$ cat src/rtl/ex_stage_if.sv
// Bus between ID/EX (operands and control in), the EX/MEM register (out) and the
// MEM-stage miss/stall handshake of the RV32IM execute stage.
interface ex_stage_if;
  logic [31:0] pc_4_ID;
  logic [31:0] op_a_ID;
  logic [31:0] op_b_ID;
  logic [31:0] rd2_ID;
  logic [4:0]  reg_wb_addr_ID;
  logic        ctrl_mem_r_ID;
  logic        ctrl_mem_w_ID;
  logic [2:0]  funct3_ID;
  logic        ctrl_reg_write_ID;
  logic [1:0]  ctrl_wb_reg_src_ID;
  logic [3:0]  alu_op_ID;
  logic        md_ID;
  logic        miss;
  logic        stall_EX;
  logic [31:0] pc_4_EX;
  logic [31:0] alu_out_EX;
  logic [31:0] rd2_EX;
  logic [4:0]  reg_wb_addr_EX;
  logic        ctrl_mem_r_EX;
  logic        ctrl_mem_w_EX;
  logic        ctrl_reg_write_EX;
  logic [2:0]  funct3_EX;
  logic [1:0]  ctrl_wb_reg_src_EX;

  modport master (
    output pc_4_ID, op_a_ID, op_b_ID, rd2_ID, reg_wb_addr_ID, ctrl_mem_r_ID,
           ctrl_mem_w_ID, funct3_ID, ctrl_reg_write_ID, ctrl_wb_reg_src_ID,
           alu_op_ID, md_ID, miss,
    input  stall_EX, pc_4_EX, alu_out_EX, rd2_EX, reg_wb_addr_EX, ctrl_mem_r_EX,
           ctrl_mem_w_EX, ctrl_reg_write_EX, funct3_EX, ctrl_wb_reg_src_EX
  );

  modport slave (
    input  pc_4_ID, op_a_ID, op_b_ID, rd2_ID, reg_wb_addr_ID, ctrl_mem_r_ID,
           ctrl_mem_w_ID, funct3_ID, ctrl_reg_write_ID, ctrl_wb_reg_src_ID,
           alu_op_ID, md_ID, miss,
    output stall_EX, pc_4_EX, alu_out_EX, rd2_EX, reg_wb_addr_EX, ctrl_mem_r_EX,
           ctrl_mem_w_EX, ctrl_reg_write_EX, funct3_EX, ctrl_wb_reg_src_EX
  );
endinterface

$ cat src/rtl/ex_stage.sv
// RV32IM execute stage: single-cycle ALU, iterative shift-add / restoring-divide
// mul/div unit, and the EX/MEM pipeline register with miss hold and bubble insert.
//
// state | meaning
// IDLE  | no mul/div in flight; starts one when md_ID=1 and miss=0
// BUSY  | one multiply/divide iteration per cycle
// DONE  | result ready; written to EX/MEM on the first cycle without miss
module ex_stage #(
  parameter int XLEN      = 32,
  parameter int MD_CYCLES = 32
) (
  input logic     clk,
  input logic     rst,
  ex_stage_if.slave bus
);
  localparam int CW = $clog2(MD_CYCLES + 1);

  typedef enum logic [1:0] {IDLE, BUSY, DONE} md_state_e;

  md_state_e   state_q, state_d;
  logic [CW-1:0] cnt_q, cnt_d;
  logic [2:0]  op_q, op_d;
  logic [31:0] mb_q, mb_d;
  logic [63:0] acc_q, acc_d;
  logic        neg_lo_q, neg_lo_d, neg_r_q, neg_r_d;
  logic        sp_q, sp_d;
  logic [31:0] sp_res_q, sp_res_d;

  logic [31:0] pc_4_q, pc_4_d, alu_out_q, alu_out_d, rd2_q, rd2_d;
  logic [4:0]  rd_q, rd_d;
  logic        mem_r_q, mem_r_d, mem_w_q, mem_w_d, reg_write_q, reg_write_d;
  logic [2:0]  funct3_q, funct3_d;
  logic [1:0]  wb_src_q, wb_src_d;

  logic [XLEN-1:0] alu_res;
  logic [4:0]  shamt;
  logic        stall;

  assign shamt = bus.op_b_ID[4:0];

  always_comb begin
    alu_res = '0;
    case (bus.alu_op_ID)
      4'd0:  alu_res = bus.op_a_ID + bus.op_b_ID;
      4'd1:  alu_res = bus.op_a_ID - bus.op_b_ID;
      4'd2:  alu_res = bus.op_a_ID << shamt;
      4'd3:  alu_res = {{(XLEN-1){1'b0}}, $signed(bus.op_a_ID) < $signed(bus.op_b_ID)};
      4'd4:  alu_res = {{(XLEN-1){1'b0}}, bus.op_a_ID < bus.op_b_ID};
      4'd5:  alu_res = bus.op_a_ID ^ bus.op_b_ID;
      4'd6:  alu_res = bus.op_a_ID >> shamt;
      4'd7:  alu_res = $signed(bus.op_a_ID) >>> shamt;
      4'd8:  alu_res = bus.op_a_ID | bus.op_b_ID;
      4'd9:  alu_res = bus.op_a_ID & bus.op_b_ID;
      4'd10: alu_res = bus.op_b_ID;
      default: alu_res = '0;
    endcase
  end

  // Operand conditioning at start: the iterative core works on magnitudes only.
  logic        is_div, a_signed, b_signed, a_neg, b_neg, div_zero, div_ovf;
  logic [31:0] mag_a, mag_b;

  always_comb begin
    is_div   = bus.funct3_ID[2];
    a_signed = is_div ? ~bus.funct3_ID[0]
                      : (bus.funct3_ID == 3'd1) || (bus.funct3_ID == 3'd2);
    b_signed = is_div ? ~bus.funct3_ID[0] : (bus.funct3_ID == 3'd1);
    a_neg    = a_signed & bus.op_a_ID[31];
    b_neg    = b_signed & bus.op_b_ID[31];
    mag_a    = a_neg ? -bus.op_a_ID : bus.op_a_ID;
    mag_b    = b_neg ? -bus.op_b_ID : bus.op_b_ID;
    div_zero = is_div && (bus.op_b_ID == 32'd0);
    div_ovf  = is_div && !bus.funct3_ID[0] && (bus.op_a_ID == 32'h8000_0000) &&
               (bus.op_b_ID == 32'hFFFF_FFFF);
  end

  logic [32:0] mul_sum, div_sh, div_trial;
  logic [63:0] mul_next, div_next, prod;
  logic [31:0] quo, rem, md_res;

  always_comb begin
    mul_sum   = {1'b0, acc_q[63:32]} + (acc_q[0] ? {1'b0, mb_q} : 33'd0);
    mul_next  = {mul_sum, acc_q[31:1]};
    div_sh    = acc_q[63:31];
    div_trial = div_sh - {1'b0, mb_q};
    div_next  = div_trial[32] ? {div_sh[31:0], acc_q[30:0], 1'b0}
                              : {div_trial[31:0], acc_q[30:0], 1'b1};
    prod      = neg_lo_q ? -acc_q : acc_q;
    quo       = neg_lo_q ? -acc_q[31:0] : acc_q[31:0];
    rem       = neg_r_q ? -acc_q[63:32] : acc_q[63:32];
    if (sp_q)             md_res = sp_res_q;
    else if (op_q == 3'd0) md_res = prod[31:0];
    else if (!op_q[2])    md_res = prod[63:32];
    else if (!op_q[1])    md_res = quo;
    else                  md_res = rem;
  end

  assign stall = !rst && (bus.miss || (state_q == BUSY) ||
                          (bus.md_ID && (state_q != DONE)));

  always_comb begin
    state_d  = state_q;
    cnt_d    = cnt_q;
    op_d     = op_q;
    mb_d     = mb_q;
    acc_d    = acc_q;
    neg_lo_d = neg_lo_q;
    neg_r_d  = neg_r_q;
    sp_d     = sp_q;
    sp_res_d = sp_res_q;
    case (state_q)
      IDLE: if (bus.md_ID && !bus.miss) begin
        op_d     = bus.funct3_ID;
        mb_d     = mag_b;
        acc_d    = {32'd0, mag_a};
        neg_lo_d = a_neg ^ b_neg;
        neg_r_d  = a_neg;
        cnt_d    = '0;
        sp_d     = div_zero || div_ovf;
        if (div_zero) sp_res_d = bus.funct3_ID[1] ? bus.op_a_ID : 32'hFFFF_FFFF;
        else          sp_res_d = bus.funct3_ID[1] ? 32'd0 : 32'h8000_0000;
        state_d  = (div_zero || div_ovf) ? DONE : BUSY;
      end
      BUSY: begin
        acc_d = op_q[2] ? div_next : mul_next;
        cnt_d = cnt_q + 1'b1;
        if (cnt_q == CW'(MD_CYCLES - 1)) state_d = DONE;
      end
      DONE: if (!bus.miss) state_d = IDLE;
      default: state_d = IDLE;
    endcase
  end

  always_comb begin
    pc_4_d      = pc_4_q;
    alu_out_d   = alu_out_q;
    rd2_d       = rd2_q;
    rd_d        = rd_q;
    mem_r_d     = mem_r_q;
    mem_w_d     = mem_w_q;
    reg_write_d = reg_write_q;
    funct3_d    = funct3_q;
    wb_src_d    = wb_src_q;
    if (bus.miss) begin
      // hold everything while MEM is stalled on a miss
    end else if (stall) begin
      pc_4_d      = '0;
      alu_out_d   = '0;
      rd2_d       = '0;
      rd_d        = '0;
      mem_r_d     = 1'b0;
      mem_w_d     = 1'b0;
      reg_write_d = 1'b0;
      funct3_d    = '0;
      wb_src_d    = '0;
    end else begin
      pc_4_d      = bus.pc_4_ID;
      alu_out_d   = (state_q == DONE) ? md_res : alu_res;
      rd2_d       = bus.rd2_ID;
      rd_d        = bus.reg_wb_addr_ID;
      mem_r_d     = bus.ctrl_mem_r_ID;
      mem_w_d     = bus.ctrl_mem_w_ID;
      reg_write_d = bus.ctrl_reg_write_ID;
      funct3_d    = bus.funct3_ID;
      wb_src_d    = bus.ctrl_wb_reg_src_ID;
    end
  end

  always_ff @(posedge clk) begin
    if (rst) begin
      state_q     <= IDLE;
      cnt_q       <= '0;
      op_q        <= '0;
      mb_q        <= '0;
      acc_q       <= '0;
      neg_lo_q    <= 1'b0;
      neg_r_q     <= 1'b0;
      sp_q        <= 1'b0;
      sp_res_q    <= '0;
      pc_4_q      <= '0;
      alu_out_q   <= '0;
      rd2_q       <= '0;
      rd_q        <= '0;
      mem_r_q     <= 1'b0;
      mem_w_q     <= 1'b0;
      reg_write_q <= 1'b0;
      funct3_q    <= '0;
      wb_src_q    <= '0;
    end else begin
      state_q     <= state_d;
      cnt_q       <= cnt_d;
      op_q        <= op_d;
      mb_q        <= mb_d;
      acc_q       <= acc_d;
      neg_lo_q    <= neg_lo_d;
      neg_r_q     <= neg_r_d;
      sp_q        <= sp_d;
      sp_res_q    <= sp_res_d;
      pc_4_q      <= pc_4_d;
      alu_out_q   <= alu_out_d;
      rd2_q       <= rd2_d;
      rd_q        <= rd_d;
      mem_r_q     <= mem_r_d;
      mem_w_q     <= mem_w_d;
      reg_write_q <= reg_write_d;
      funct3_q    <= funct3_d;
      wb_src_q    <= wb_src_d;
    end
  end

  assign bus.stall_EX           = stall;
  assign bus.pc_4_EX            = pc_4_q;
  assign bus.alu_out_EX         = alu_out_q;
  assign bus.rd2_EX             = rd2_q;
  assign bus.reg_wb_addr_EX     = rd_q;
  assign bus.ctrl_mem_r_EX      = mem_r_q;
  assign bus.ctrl_mem_w_EX      = mem_w_q;
  assign bus.ctrl_reg_write_EX  = reg_write_q;
  assign bus.funct3_EX          = funct3_q;
  assign bus.ctrl_wb_reg_src_EX = wb_src_q;
endmodule
$ cat src/flat_wrapper.sv
// flat-port wrapper written by rule: the top's interface ports become plain ports
module ex_stage_flat 
#(
  parameter int XLEN      = 32,
  parameter int MD_CYCLES = 32
)
  (clk, rst, bus_pc_4_ID, bus_op_a_ID, bus_op_b_ID, bus_rd2_ID, bus_reg_wb_addr_ID, bus_ctrl_mem_r_ID, bus_ctrl_mem_w_ID, bus_funct3_ID, bus_ctrl_reg_write_ID, bus_ctrl_wb_reg_src_ID, bus_alu_op_ID, bus_md_ID, bus_miss, bus_stall_EX, bus_pc_4_EX, bus_alu_out_EX, bus_rd2_EX, bus_reg_wb_addr_EX, bus_ctrl_mem_r_EX, bus_ctrl_mem_w_EX, bus_ctrl_reg_write_EX, bus_funct3_EX, bus_ctrl_wb_reg_src_EX);
  ex_stage_if bus_i ();
  input logic clk;
  input logic rst;
  input wire logic [$bits(bus_i.pc_4_ID)-1:0] bus_pc_4_ID;
  input wire logic [$bits(bus_i.op_a_ID)-1:0] bus_op_a_ID;
  input wire logic [$bits(bus_i.op_b_ID)-1:0] bus_op_b_ID;
  input wire logic [$bits(bus_i.rd2_ID)-1:0] bus_rd2_ID;
  input wire logic [$bits(bus_i.reg_wb_addr_ID)-1:0] bus_reg_wb_addr_ID;
  input wire logic [$bits(bus_i.ctrl_mem_r_ID)-1:0] bus_ctrl_mem_r_ID;
  input wire logic [$bits(bus_i.ctrl_mem_w_ID)-1:0] bus_ctrl_mem_w_ID;
  input wire logic [$bits(bus_i.funct3_ID)-1:0] bus_funct3_ID;
  input wire logic [$bits(bus_i.ctrl_reg_write_ID)-1:0] bus_ctrl_reg_write_ID;
  input wire logic [$bits(bus_i.ctrl_wb_reg_src_ID)-1:0] bus_ctrl_wb_reg_src_ID;
  input wire logic [$bits(bus_i.alu_op_ID)-1:0] bus_alu_op_ID;
  input wire logic [$bits(bus_i.md_ID)-1:0] bus_md_ID;
  input wire logic [$bits(bus_i.miss)-1:0] bus_miss;
  output wire logic [$bits(bus_i.stall_EX)-1:0] bus_stall_EX;
  output wire logic [$bits(bus_i.pc_4_EX)-1:0] bus_pc_4_EX;
  output wire logic [$bits(bus_i.alu_out_EX)-1:0] bus_alu_out_EX;
  output wire logic [$bits(bus_i.rd2_EX)-1:0] bus_rd2_EX;
  output wire logic [$bits(bus_i.reg_wb_addr_EX)-1:0] bus_reg_wb_addr_EX;
  output wire logic [$bits(bus_i.ctrl_mem_r_EX)-1:0] bus_ctrl_mem_r_EX;
  output wire logic [$bits(bus_i.ctrl_mem_w_EX)-1:0] bus_ctrl_mem_w_EX;
  output wire logic [$bits(bus_i.ctrl_reg_write_EX)-1:0] bus_ctrl_reg_write_EX;
  output wire logic [$bits(bus_i.funct3_EX)-1:0] bus_funct3_EX;
  output wire logic [$bits(bus_i.ctrl_wb_reg_src_EX)-1:0] bus_ctrl_wb_reg_src_EX;
  assign bus_i.pc_4_ID = bus_pc_4_ID;
  assign bus_i.op_a_ID = bus_op_a_ID;
  assign bus_i.op_b_ID = bus_op_b_ID;
  assign bus_i.rd2_ID = bus_rd2_ID;
  assign bus_i.reg_wb_addr_ID = bus_reg_wb_addr_ID;
  assign bus_i.ctrl_mem_r_ID = bus_ctrl_mem_r_ID;
  assign bus_i.ctrl_mem_w_ID = bus_ctrl_mem_w_ID;
  assign bus_i.funct3_ID = bus_funct3_ID;
  assign bus_i.ctrl_reg_write_ID = bus_ctrl_reg_write_ID;
  assign bus_i.ctrl_wb_reg_src_ID = bus_ctrl_wb_reg_src_ID;
  assign bus_i.alu_op_ID = bus_alu_op_ID;
  assign bus_i.md_ID = bus_md_ID;
  assign bus_i.miss = bus_miss;
  assign bus_stall_EX = bus_i.stall_EX;
  assign bus_pc_4_EX = bus_i.pc_4_EX;
  assign bus_alu_out_EX = bus_i.alu_out_EX;
  assign bus_rd2_EX = bus_i.rd2_EX;
  assign bus_reg_wb_addr_EX = bus_i.reg_wb_addr_EX;
  assign bus_ctrl_mem_r_EX = bus_i.ctrl_mem_r_EX;
  assign bus_ctrl_mem_w_EX = bus_i.ctrl_mem_w_EX;
  assign bus_ctrl_reg_write_EX = bus_i.ctrl_reg_write_EX;
  assign bus_funct3_EX = bus_i.funct3_EX;
  assign bus_ctrl_wb_reg_src_EX = bus_i.ctrl_wb_reg_src_EX;
  ex_stage #(.XLEN(XLEN), .MD_CYCLES(MD_CYCLES)) u_core (.clk(clk), .rst(rst), .bus(bus_i));
endmodule
$ cat config.mk
export PLATFORM = sky130hd
export DESIGN_NAME = ex_stage_flat
export DESIGN_NICKNAME = d
export VERILOG_FILES = /design/src/rtl/ex_stage_if.sv /design/src/rtl/ex_stage.sv /design/src/flat_wrapper.sv
export SDC_FILE = /design/constraint.sdc
export NUM_CORES = 2
export LEC_CHECK = 0
export BUFFER_PORTS_ARGS = -buffer_cell sky130_fd_sc_hd__buf_2
export CORE_MARGIN = 2
export CORE_UTILIZATION = 55
export DETAILED_ROUTE_END_ITERATION = 12
export PLACE_DENSITY = 0.84
export SLEW_MARGIN = 20
export SYNTH_ARGS = -nofsm -noshare
export SYNTH_HDL_FRONTEND = slang
export SYNTH_SLANG_ARGS = --single-unit
$ cat constraint.sdc
create_clock -name clk -period 6.2 [get_ports clk]
set_input_delay 0.62 -clock clk [delete_from_list [all_inputs] [get_ports clk]]
set_output_delay 0.62 -clock clk [all_outputs]
set_load 0.1 [all_outputs]
==> results.yml <==
timing:
  setup_viol: 0
  finalMaxSlewViolations: 0
  setup_tns_ps: 0
  clock.fmax_ghz: 0.222
  fin_skew_ps: 17.1
  min_period_ps: 4510
  rsz0062_at_grt: "no"
  finalCritPeriodShare_pct: 72.7
  worstMarginPinSlew_ps: 1120
  finalHoldViolations: 0
  relSlewSlack_pct: 24.5
yosys:
  syn_nets: 4151
  synth_warnings: 0
  synth.distinct_cells: 95
  syn-instance-count: 3824
  yosysSeqAreaShare_pct: 18.5
  ys_async_sr_fraction_pct: 0
  synth-edff-count: 0
  avgSynthCellArea_um2: 7.10
  synth_ff_type: "dfxtp_1"
  syn_area_um2: 27200
  ys_ff_latch: 251
final_layout:
  nNetsFinal: 4170
  fillers: 4757
  syn2layout_area_growth_pct: 8.43
  drive_gt1_share_pct: 12.4
setup_path:
  startpoint: "u_core.acc_q[31]"
  crit_type: "reg2reg"
  critPathMaxFanout: 41
  critPathCapture: "u_core.acc_q[61]"
  arrival_ps: 4980
  worstReg2RegEnd: "u_core.acc_q[61]"
  timing.rr.start: "u_core.acc_q[31]"
  start_kind: "register"
  critPathRequiredTime_ps: 6670
  reg2reg_depth: 14
  r2r_slack_ps: 1690
  end_kind: "register"
global_route:
  grt_max_degree: 117
  antenna_found_initial: 3
  grt_overflow_total: 0
  grt_use_total_pct: 45.0
  grt_pass1_wl_mm: 176
  grt_pass1_vias: 28015
cts:
  clk_path_buf_depth: 3
  post_cts_buffers: 0
  cts_root_buf: "clkbuf_16"
  clk_pin_slew_ps: 70
  cts_buffers: 28
  cts_htree_levels: 1
  clock-sinks: 251
  clk_latency_ps: 590
  cts_resized: 0
  cts_tree: "yes"
  cts_hold_buf: 0
power:
  p_per_area_nw_per_um2: 201
  irDropWorstVdd_uv: 270
  power.total_w: 0.00593
  p_leak_nw: 12.0
drt:
  drt-initial-drc-count: 4945
  vias: 31854
  antenna_left: 0
  vias_per_cell: 7.03
  drc: 0
  avgRoutedWirePerCell_um: 26.5
  first_pass_iters: 7
  wl_mm: 120
run_status:
  outcome: "finished clean"
floorplanning:
  coreArea_um2: 48800
  rows: 81
  initial_core_util_pct: 55.6
  die-area_um2: 51200
  die_width_um: 226
  pin_count: 259
  die_h_um: 226
hold_path:
  hp-class: "in2reg"
placed_design:
  place_congestion: 1.06
  hpwl_mm: 89.6
  io_buffers: 258
run:
  maxCapViolCount: 0
==> cell usage after synthesis, drive strengths merged, types with 8 or more instances <==
cell type | number | share of area, %
or4 | 15 | 0.46
nor4 | 27 | 0.76
a2111oi | 16 | 0.54
mux2 | 15 | 0.62
nor2 | 488 | 6.7
a21o | 39 | 1.1
clkbuf | 257 | 3.6
inv | 154 | 2.1
xnor2 | 110 | 3.5
and3 | 27 | 0.62
nor3b | 8 | 0.24
or3 | 33 | 0.78
and2 | 24 | 0.55
nand4 | 33 | 0.76
dfxtp | 251 | 19
a22oi | 38 | 1.1
xor2 | 56 | 1.8
mux2i | 106 | 3.9
a221oi | 42 | 1.4
o22ai | 20 | 0.46
ha | 174 | 8.0
o31ai | 41 | 1.1
nand2 | 414 | 5.7
a21oi | 373 | 6.9
o221ai | 23 | 0.74
mux4 | 52 | 4.3
o211ai | 52 | 1.4
buf | 64 | 1.2
a21boi | 9 | 0.25
a31oi | 44 | 1.0
o21ai | 246 | 4.5
nand2b | 25 | 0.58
o21a | 21 | 0.58
o311ai | 8 | 0.26
o2111ai | 11 | 0.35
a211oi | 117 | 3.2
o21bai | 21 | 0.58
o41ai | 18 | 0.58
a311oi | 18 | 0.58
or2 | 15 | 0.35
nor2b | 24 | 0.55
nor3 | 72 | 1.4
nand3 | 98 | 1.9
a221o | 20 | 0.74
==> report_power, final <==
| part | total, W | switching [W] | internal [W] |
|---|---|---|---|
| sequential | 0.00181 | 0.000109 | 0.00170 |
| combinational | 0.00241 | 0.00168 | 0.000725 |
| clock | 0.00172 | 0.000753 | 0.000964 |
==> worst min-delay path by stage <==
stage                                  start  cells past startpoint                       end  slack, ps
CTS                           bus_rd2_ID[22]                      5     u_core.bus.rd2_EX[22]        360
detailed placement  u_core.bus.alu_out_EX[1]                      2  u_core.bus.alu_out_EX[1]        440
global route                 bus_pc_4_ID[28]                      5    u_core.bus.pc_4_EX[28]        390
global placement         u_core.sp_res_q[19]                      2       u_core.sp_res_q[19]        430
finish                        bus_rd2_ID[22]                      5     u_core.bus.rd2_EX[22]        360
floorplan                u_core.sp_res_q[19]                      2       u_core.sp_res_q[19]        430
==> cell usage in the layout (no fill, tap or decap), drive strengths merged, types with 21 or more instances in the layout <==
cell,instances
o211ai,52
xnor2,110
and3,27
o21bai,21
ha,174
o21a,21
clkbuf,40
nor4,27
inv,154
nand3,98
a21oi,373
or3,33
and2,24
a221oi,42
buf,310
a211oi,117
o21ai,246
xor2,56
nor2b,24
a21o,39
nand2,414
nand4,33
nor3,72
a22oi,38
nor2,488
o221ai,23
a31oi,44
o31ai,41
dfxtp,251
mux2i,106
nand2b,25
mux4,52
==> worst max-delay path, cell delays in order (launching register included) <==
cell      delay (ps)
dfxtp_1          340
inv_1            110
ha_1             190
inv_1             60
fa_1             410
a21o_1           220
a221oi_1         530
o21a_1           300
o311ai_0         370
a21oi_1          350
xnor2_2          140
buf_4            520
and2_1           500
a31oi_1          150
a22o_1           210
==> kinds of logic (layout without fill, tap and decap cells) <==
kind of cell	after synthesis	after routing	share of synthesized area [%]
simple gates	1323	1323	22.0
compound gates	1256	1256	30.1
buf+inv	477	518	6.87
flops	251	251	18.5
fa+ha+maj	178	178	8.31
mux	173	173	8.84
xor+xnor	166	166	5.35
other cells	0	2	0
==> final cells by class <==
cell class                      instances  area [um2]  share of cell area, %
Antenna cell                            2        5.00                 0.0170
Clock buffer                           40         816                   2.77
Clock inverter                         12         124                  0.421
Inverter                              156         586                   1.99
Multi-Input combinational cell       3096       20400                   69.1
Sequential cell                       251        5030                   17.1
Tap cell                              664         831                   2.82
Timing Repair Buffer                  310        1710                   5.80
==> state kept, by name (all words and copies together) (netlist names), 3 cells and up <==
register                   cells
u_core.bus.funct3_EX           3
u_core.sp_res_q               32
u_core.bus.reg_wb_addr_EX      5
u_core.cnt_q                   6
u_core.bus.pc_4_EX            32
u_core.bus.alu_out_EX         32
u_core.bus.rd2_EX             32
u_core.op_q                    3
u_core.acc_q                  64
u_core.mb_q                   32
==> metal layers <==
metal	GRT usage, %	wire length, um
met5	0	10
met2	63.5	48600
met3	12.3	16700
met1	61.6	46600
met4	25.1	8330
==> stage by stage <==
step	hold slack (ps)	setup slack [ps]	utilization [%]	cell area, um2	instances
floorplan	427	2070	-	27200	3824
global placement	435	1670	58.3	28500	4477
detailed placement	441	1650	58.3	28500	4477
CTS	360	1890	60.3	29400	4529
global route	389	1610	60.3	29400	4529
finish	360	1690	60.3	29400	4531
No activity file was read; power rests on OpenSTA's default activity.
